`config.mk`:
```
export PLATFORM = sky130hd
export DESIGN_NAME = stack_drain_flat
export DESIGN_NICKNAME = d
export VERILOG_FILES = /design/src/rtl/stack_drain_if.sv /design/src/rtl/stack_drain.sv /design/src/flat_wrapper.sv
export SDC_FILE = /design/constraint.sdc
export NUM_CORES = 1
export LEC_CHECK = 0
export BUFFER_PORTS_ARGS = -buffer_cell sky130_fd_sc_hd__buf_2
export CAP_MARGIN = 0
export CORE_UTILIZATION = 54
export DETAILED_ROUTE_END_ITERATION = 8
export PLACE_DENSITY = 0.88
export SYNTH_ARGS = -nofsm -noshare
export SYNTH_HDL_FRONTEND = slang
export SYNTH_SLANG_ARGS = --single-unit
```
`constraint.sdc`:
```
create_clock -name clk -period 6.9 [get_ports clk]
set_input_delay 0.345 -clock clk [delete_from_list [all_inputs] [get_ports clk]]
set_output_delay 0.345 -clock clk [all_outputs]
set_load 0.03 [all_outputs]
```
`src/rtl/stack_drain_if.sv`:
```
// Output stream of the stack drain engine: data with a valid/ready handshake.
interface stack_drain_if #(
  parameter int B = 8
) ();
  logic [B-1:0] m_data;
  logic         m_valid;
  logic         m_ready;

  modport master (output m_data, output m_valid, input m_ready);
  modport slave  (input m_data, input m_valid, output m_ready);
endinterface

```
`src/rtl/stack_drain.sv`:
```
// Pops a requested number of entries from an external LIFO and streams them
// out newest first, while tracking stack occupancy from push and pop strobes.
module stack_drain #(
  parameter int B = 8,
  parameter int W = 4
) (
  input  logic            clk,
  input  logic            reset,
  input  logic            push,
  input  logic            start,
  input  logic [W:0]      len,
  output logic            stk_pop,
  input  logic [B-1:0]    stk_data,
  stack_drain_if.master   m,
  output logic [W:0]      level,
  output logic            busy,
  output logic            done,
  output logic            uf,
  output logic            of
);

  typedef enum logic [1:0] {IDLE, POP, FLUSH, DONE} state_t;

  localparam logic [W:0] FULL = {1'b1, {W{1'b0}}};

  state_t       state_reg, state_next;
  logic [W:0]   level_reg, level_next;
  logic [W:0]   remaining_reg, remaining_next;
  logic [B-1:0] data_reg, data_next;
  logic         valid_reg, valid_next;
  logic         busy_reg, busy_next;
  logic         done_reg, done_next;
  logic         uf_reg, uf_next;
  logic         of_reg, of_next;
  logic         pop;
  logic         slot_free;

  always_ff @(posedge clk) begin
    if (reset) begin
      state_reg     <= IDLE;
      level_reg     <= '0;
      remaining_reg <= '0;
      data_reg      <= '0;
      valid_reg     <= 1'b0;
      busy_reg      <= 1'b0;
      done_reg      <= 1'b0;
      uf_reg        <= 1'b0;
      of_reg        <= 1'b0;
    end else begin
      state_reg     <= state_next;
      level_reg     <= level_next;
      remaining_reg <= remaining_next;
      data_reg      <= data_next;
      valid_reg     <= valid_next;
      busy_reg      <= busy_next;
      done_reg      <= done_next;
      uf_reg        <= uf_next;
      of_reg        <= of_next;
    end
  end

  // The output register can take a new beat when empty or being drained.
  assign slot_free = !valid_reg || m.m_ready;

  always_comb begin
    state_next     = state_reg;
    remaining_next = remaining_reg;
    data_next      = data_reg;
    valid_next     = valid_reg;
    busy_next      = busy_reg;
    done_next      = 1'b0;
    uf_next        = 1'b0;
    pop            = 1'b0;

    case (state_reg)
      IDLE: begin
        if (start) begin
          if (len == '0) begin
            state_next = DONE;
          end else if (len > level_reg) begin
            uf_next = 1'b1;
          end else begin
            remaining_next = len;
            busy_next      = 1'b1;
            state_next     = POP;
          end
        end
      end
      POP: begin
        if (slot_free) begin
          if (level_reg != '0) begin
            pop            = 1'b1;
            data_next      = stk_data;
            valid_next     = 1'b1;
            remaining_next = remaining_reg - 1'b1;
            if (remaining_reg == 1) begin
              state_next = FLUSH;
            end
          end else begin
            // Slot was freed by acceptance but nothing to pop: retire the beat.
            valid_next = 1'b0;
          end
        end
      end
      FLUSH: begin
        if (valid_reg && m.m_ready) begin
          valid_next = 1'b0;
          state_next = DONE;
        end
      end
      DONE: begin
        done_next  = 1'b1;
        busy_next  = 1'b0;
        state_next = IDLE;
      end
      default: state_next = IDLE;
    endcase
  end

  always_comb begin
    level_next = level_reg;
    of_next    = 1'b0;
    case ({push, pop})
      2'b10: begin
        if (level_reg == FULL) begin
          of_next = 1'b1;
        end else begin
          level_next = level_reg + 1'b1;
        end
      end
      2'b01:   level_next = level_reg - 1'b1;
      default: level_next = level_reg;
    endcase
  end

  assign stk_pop   = pop;
  assign m.m_data  = data_reg;
  assign m.m_valid = valid_reg;
  assign level     = level_reg;
  assign busy      = busy_reg;
  assign done      = done_reg;
  assign uf        = uf_reg;
  assign of        = of_reg;

endmodule

```
`src/flat_wrapper.sv`:
```
// flat-port wrapper written by rule: the top's interface ports become plain ports
module stack_drain_flat 
#(
  parameter int B = 8,
  parameter int W = 4
)
  (clk, reset, push, start, len, stk_pop, stk_data, level, busy, done, uf, of, m_m_data, m_m_valid, m_m_ready);
  stack_drain_if #(.B(B)) m_i ();
  input  logic clk;
  input  logic reset;
  input  logic push;
  input  logic start;
  input  logic [W:0] len;
  output logic stk_pop;
  input  logic [B-1:0] stk_data;
  output logic [W:0] level;
  output logic busy;
  output logic done;
  output logic uf;
  output logic of;
  output wire logic [$bits(m_i.m_data)-1:0] m_m_data;
  output wire logic [$bits(m_i.m_valid)-1:0] m_m_valid;
  input wire logic [$bits(m_i.m_ready)-1:0] m_m_ready;
  assign m_m_data = m_i.m_data;
  assign m_m_valid = m_i.m_valid;
  assign m_i.m_ready = m_m_ready;
  stack_drain #(.B(B), .W(W)) u_core (.clk(clk), .reset(reset), .push(push), .start(start), .len(len), .stk_pop(stk_pop), .stk_data(stk_data), .m(m_i), .level(level), .busy(busy), .done(done), .uf(uf), .of(of));
endmodule
```
==> results_dict.tcl <==
set metrics [dict create \
    grt_usage 0.226 \
    rsz0062_at_grt "no" \
    core_um2 2730 \
    syn2layout_area_growth_pct 13.3 \
    endpoint_kind "output port" \
    synthesis.nets 226 \
    ctsResizeCount 0 \
    whs_ns 0.220 \
    netlist_instances 195 \
    crit_required_ns 6.55 \
    fin_crit_ns 3.00 \
    die_h_um 55.6 \
    grt_max_degree 29 \
    worst_setup_path_start_kind "register" \
    yosysSeqAreaShare 0.323 \
    outcome "completed" \
    timing.final.hold_violations 0 \
    power_density_nw_per_um2 389 \
    use_met3 0.0234 \
    slew_viol_final 0 \
    overflow 0 \
    pin_count 37 \
    gp_congestion 0.950 \
    wl_per_cell_um 13.2 \
    clock-sinks 25 \
    insertion_delay_ns 0.34 \
    top_usage_layer "met2" \
    stdcell_area_um2 1760 \
    placed_cell_area_um2 1730 \
    clock-skew-final_ns 0.00277 \
    grt_pass1_vias 1254 \
    worst_pin_slew_ns 1.20 \
    holdCritPathClass "input port to register" \
    post-route-util 0.642 \
    start_util 0.567 \
    fin_crit_sh 0.435 \
    largest_reg_flops 8 \
    ys_seq_elements 25 \
    fmax_ghz 0.333 \
    use_met2 0.365 \
    drt_iter0_markers 69 \
    post_cts_buffers 0 \
    syn_area_per_cell_um2 7.94 \
    ys_types 45 \
    cts_buffers 3 \
    power_leakage_uw 0.000798 \
    dieArea_um2 3090 \
    maxSlewHeadroom 0.193 \
    port-buffer-count 36 \
    htreeDepth 1 \
    fin_nets 257 \
    vdd_drop_max_mv 0.251 \
    layout-drive-gt1-share 0.218 \
    total_power_uw 684 \
    yosysWarnings 0 \
    diodes 0 \
    antenna_found_initial 0 \
    dp_hpwl_um 2420 \
    fin_tns_setup_ns 0 \
    ant_nets 0 \
    cap_violations 0 \
    grtUsageMet1 0.307 \
    cts.clk_slew.worst_paths_ns 0.14 \
    drc 0 \
    setup-violations-final 0 \
    cts_root_buffer "clkbuf_4" \
    die_w_um 55.6 \
    drt_wl_total_um 3380 \
    num_rows 19 \
    first_pass_iters 4 \
    cts_hold_buf 0 \
    tritoncts "built" \
    cp.arrival_ns 2.66 \
    syn_area_um2 1550 \
    clockBufferDepth 2 \
    num_vias 1494 \
    crit_type "register to output port" \
    grt_pass1_wl_um 5620 \
    path_max_fanout 12 \
    vias_per_cell 5.84 \
]
stage by stage:
stage               worst slack, ns  cells
global placement               4.25    252
global route                   3.69    256
floorplan                      4.19    195
finish                         3.90    256
CTS                            3.90    256
detailed placement             4.22    252
critical path, cell delays in order (launching register included):
cell and delay, ns:
dfxtp_1 0.40, or4_1 0.64, o211ai_1 0.80, inv_2 0.22
buf_2 0.25
final timing paths:
path / from / end / slack (ns) / depth (start not counted)
hold reg to reg: u_core.m.m_data[5] / u_core.m.m_data[5] / 0.46 / 2
setup / recovery: u_core.level[0] / stk_pop / 3.90 / 4
hold / removal: stk_data[5] / u_core.m.m_data[5] / 0.22 / 3
setup reg to reg: u_core.level[0] / u_core.level[4] / 4.19 / 8
logic make-up (layout without fill, tap and decap cells):
kind of cell             Yosys count  count (layout)  share of synthesized area
adder cells (fa/ha/maj)           13              13                      0.105
AO/OA/AOI/OAI                     57              57                      0.252
flip-flops                        25              25                      0.323
XOR/XNOR                           3               3                     0.0170
multiplexers                       5               5                     0.0339
buffers and inverters             26              56                     0.0646
AND/OR/NAND/NOR                   66              66                      0.204
cell type report:
cell class,count,area [um2]
Clock buffer,3,22.5
Timing Repair Buffer,36,180
Multi-Input combinational cell,144,948
Tap cell,31,38.8
Sequential cell,25,500
Fill cell,237,978
Clock inverter,1,5.00
Inverter,16,60.1
report_power, final:
group / leakage (uW) / total (uW) / switching, uW / internal, uW
clock: 0.0000177 / 70.2 / 48.3 / 21.9
sequential: 0.000204 / 221 / 39.2 / 182
combinational: 0.000577 / 392 / 244 / 148
total: 0.000798 / 684 / 332 / 352
cells in the final DEF, fill, tap and decap left out, types with 2 or more instances in the layout:
master and count:
mux2_2 2, a21oi_1 24, nor2_1 13, nand2_1 24, or4_1 2, nand2b_1 2, clkbuf_4 3, inv_1 15
nand3_1 5, mux2i_1 3, nor3_1 7, xor2_1 3, and3_1 2, a221oi_1 2, buf_2 36, dfxtp_1 25
o311a_1 2, a32oi_1 2, o21ai_0 6, nor3b_1 2, o211ai_1 5, ha_1 13, nor4_1 3, a211oi_1 2
cell usage after synthesis:
cell       instances  area (um2)
and4_1             1        8.76
mux2i_1            3        30.0
a31oi_1            1        6.26
o31ai_1            1        7.51
o21ai_0            6        30.0
nor4_1             3        18.8
o2111a_2           1        12.5
o21ai_1            1        5.00
buf_2              2        10.0
a211oi_1           2        15.0
o211a_1            1        10.0
a31o_2             1        8.76
or2_2              1        6.26
a31oi_4            1        21.3
a32oi_1            2        17.5
nand3_1            5        25.0
o21a_1             1        7.51
and2_4             1        8.76
a41oi_1            1        8.76
nor3b_1            2        15.0
mux2_2             2        22.5
xor2_1             3        26.3
a21o_1             1        7.51
nor2b_1            1        6.26
o311ai_1           1        8.76
nand2b_1           2        12.5
ha_1              13         163
a211oi_2           1        12.5
dfxtp_1           25         500
nor3_1             7        35.0
or3_1              1        6.26
a21oi_1           24         120
inv_1             15        56.3
o311a_1            2        20.0
a2111oi_0          1        8.76
a22oi_1            1        7.51
or4_1              2        15.0
nand2_1           24        90.1
nand3b_1           1        7.51
clkbuf_1           8        30.0
inv_2              1        3.75
nor2_1            13        48.8
a221oi_1           2        17.5
o211ai_1           5        37.5
and3_1             2        12.5
per-layer routing:
metal  wire length, um  up-vias  share of wire
li1                  -      761              -
met1              1620      681           0.48
met2              1540       47           0.45
met3               174        5          0.051
met4                55        0          0.016
met5                 0        -              0
(Power assumes the default switching activity.)
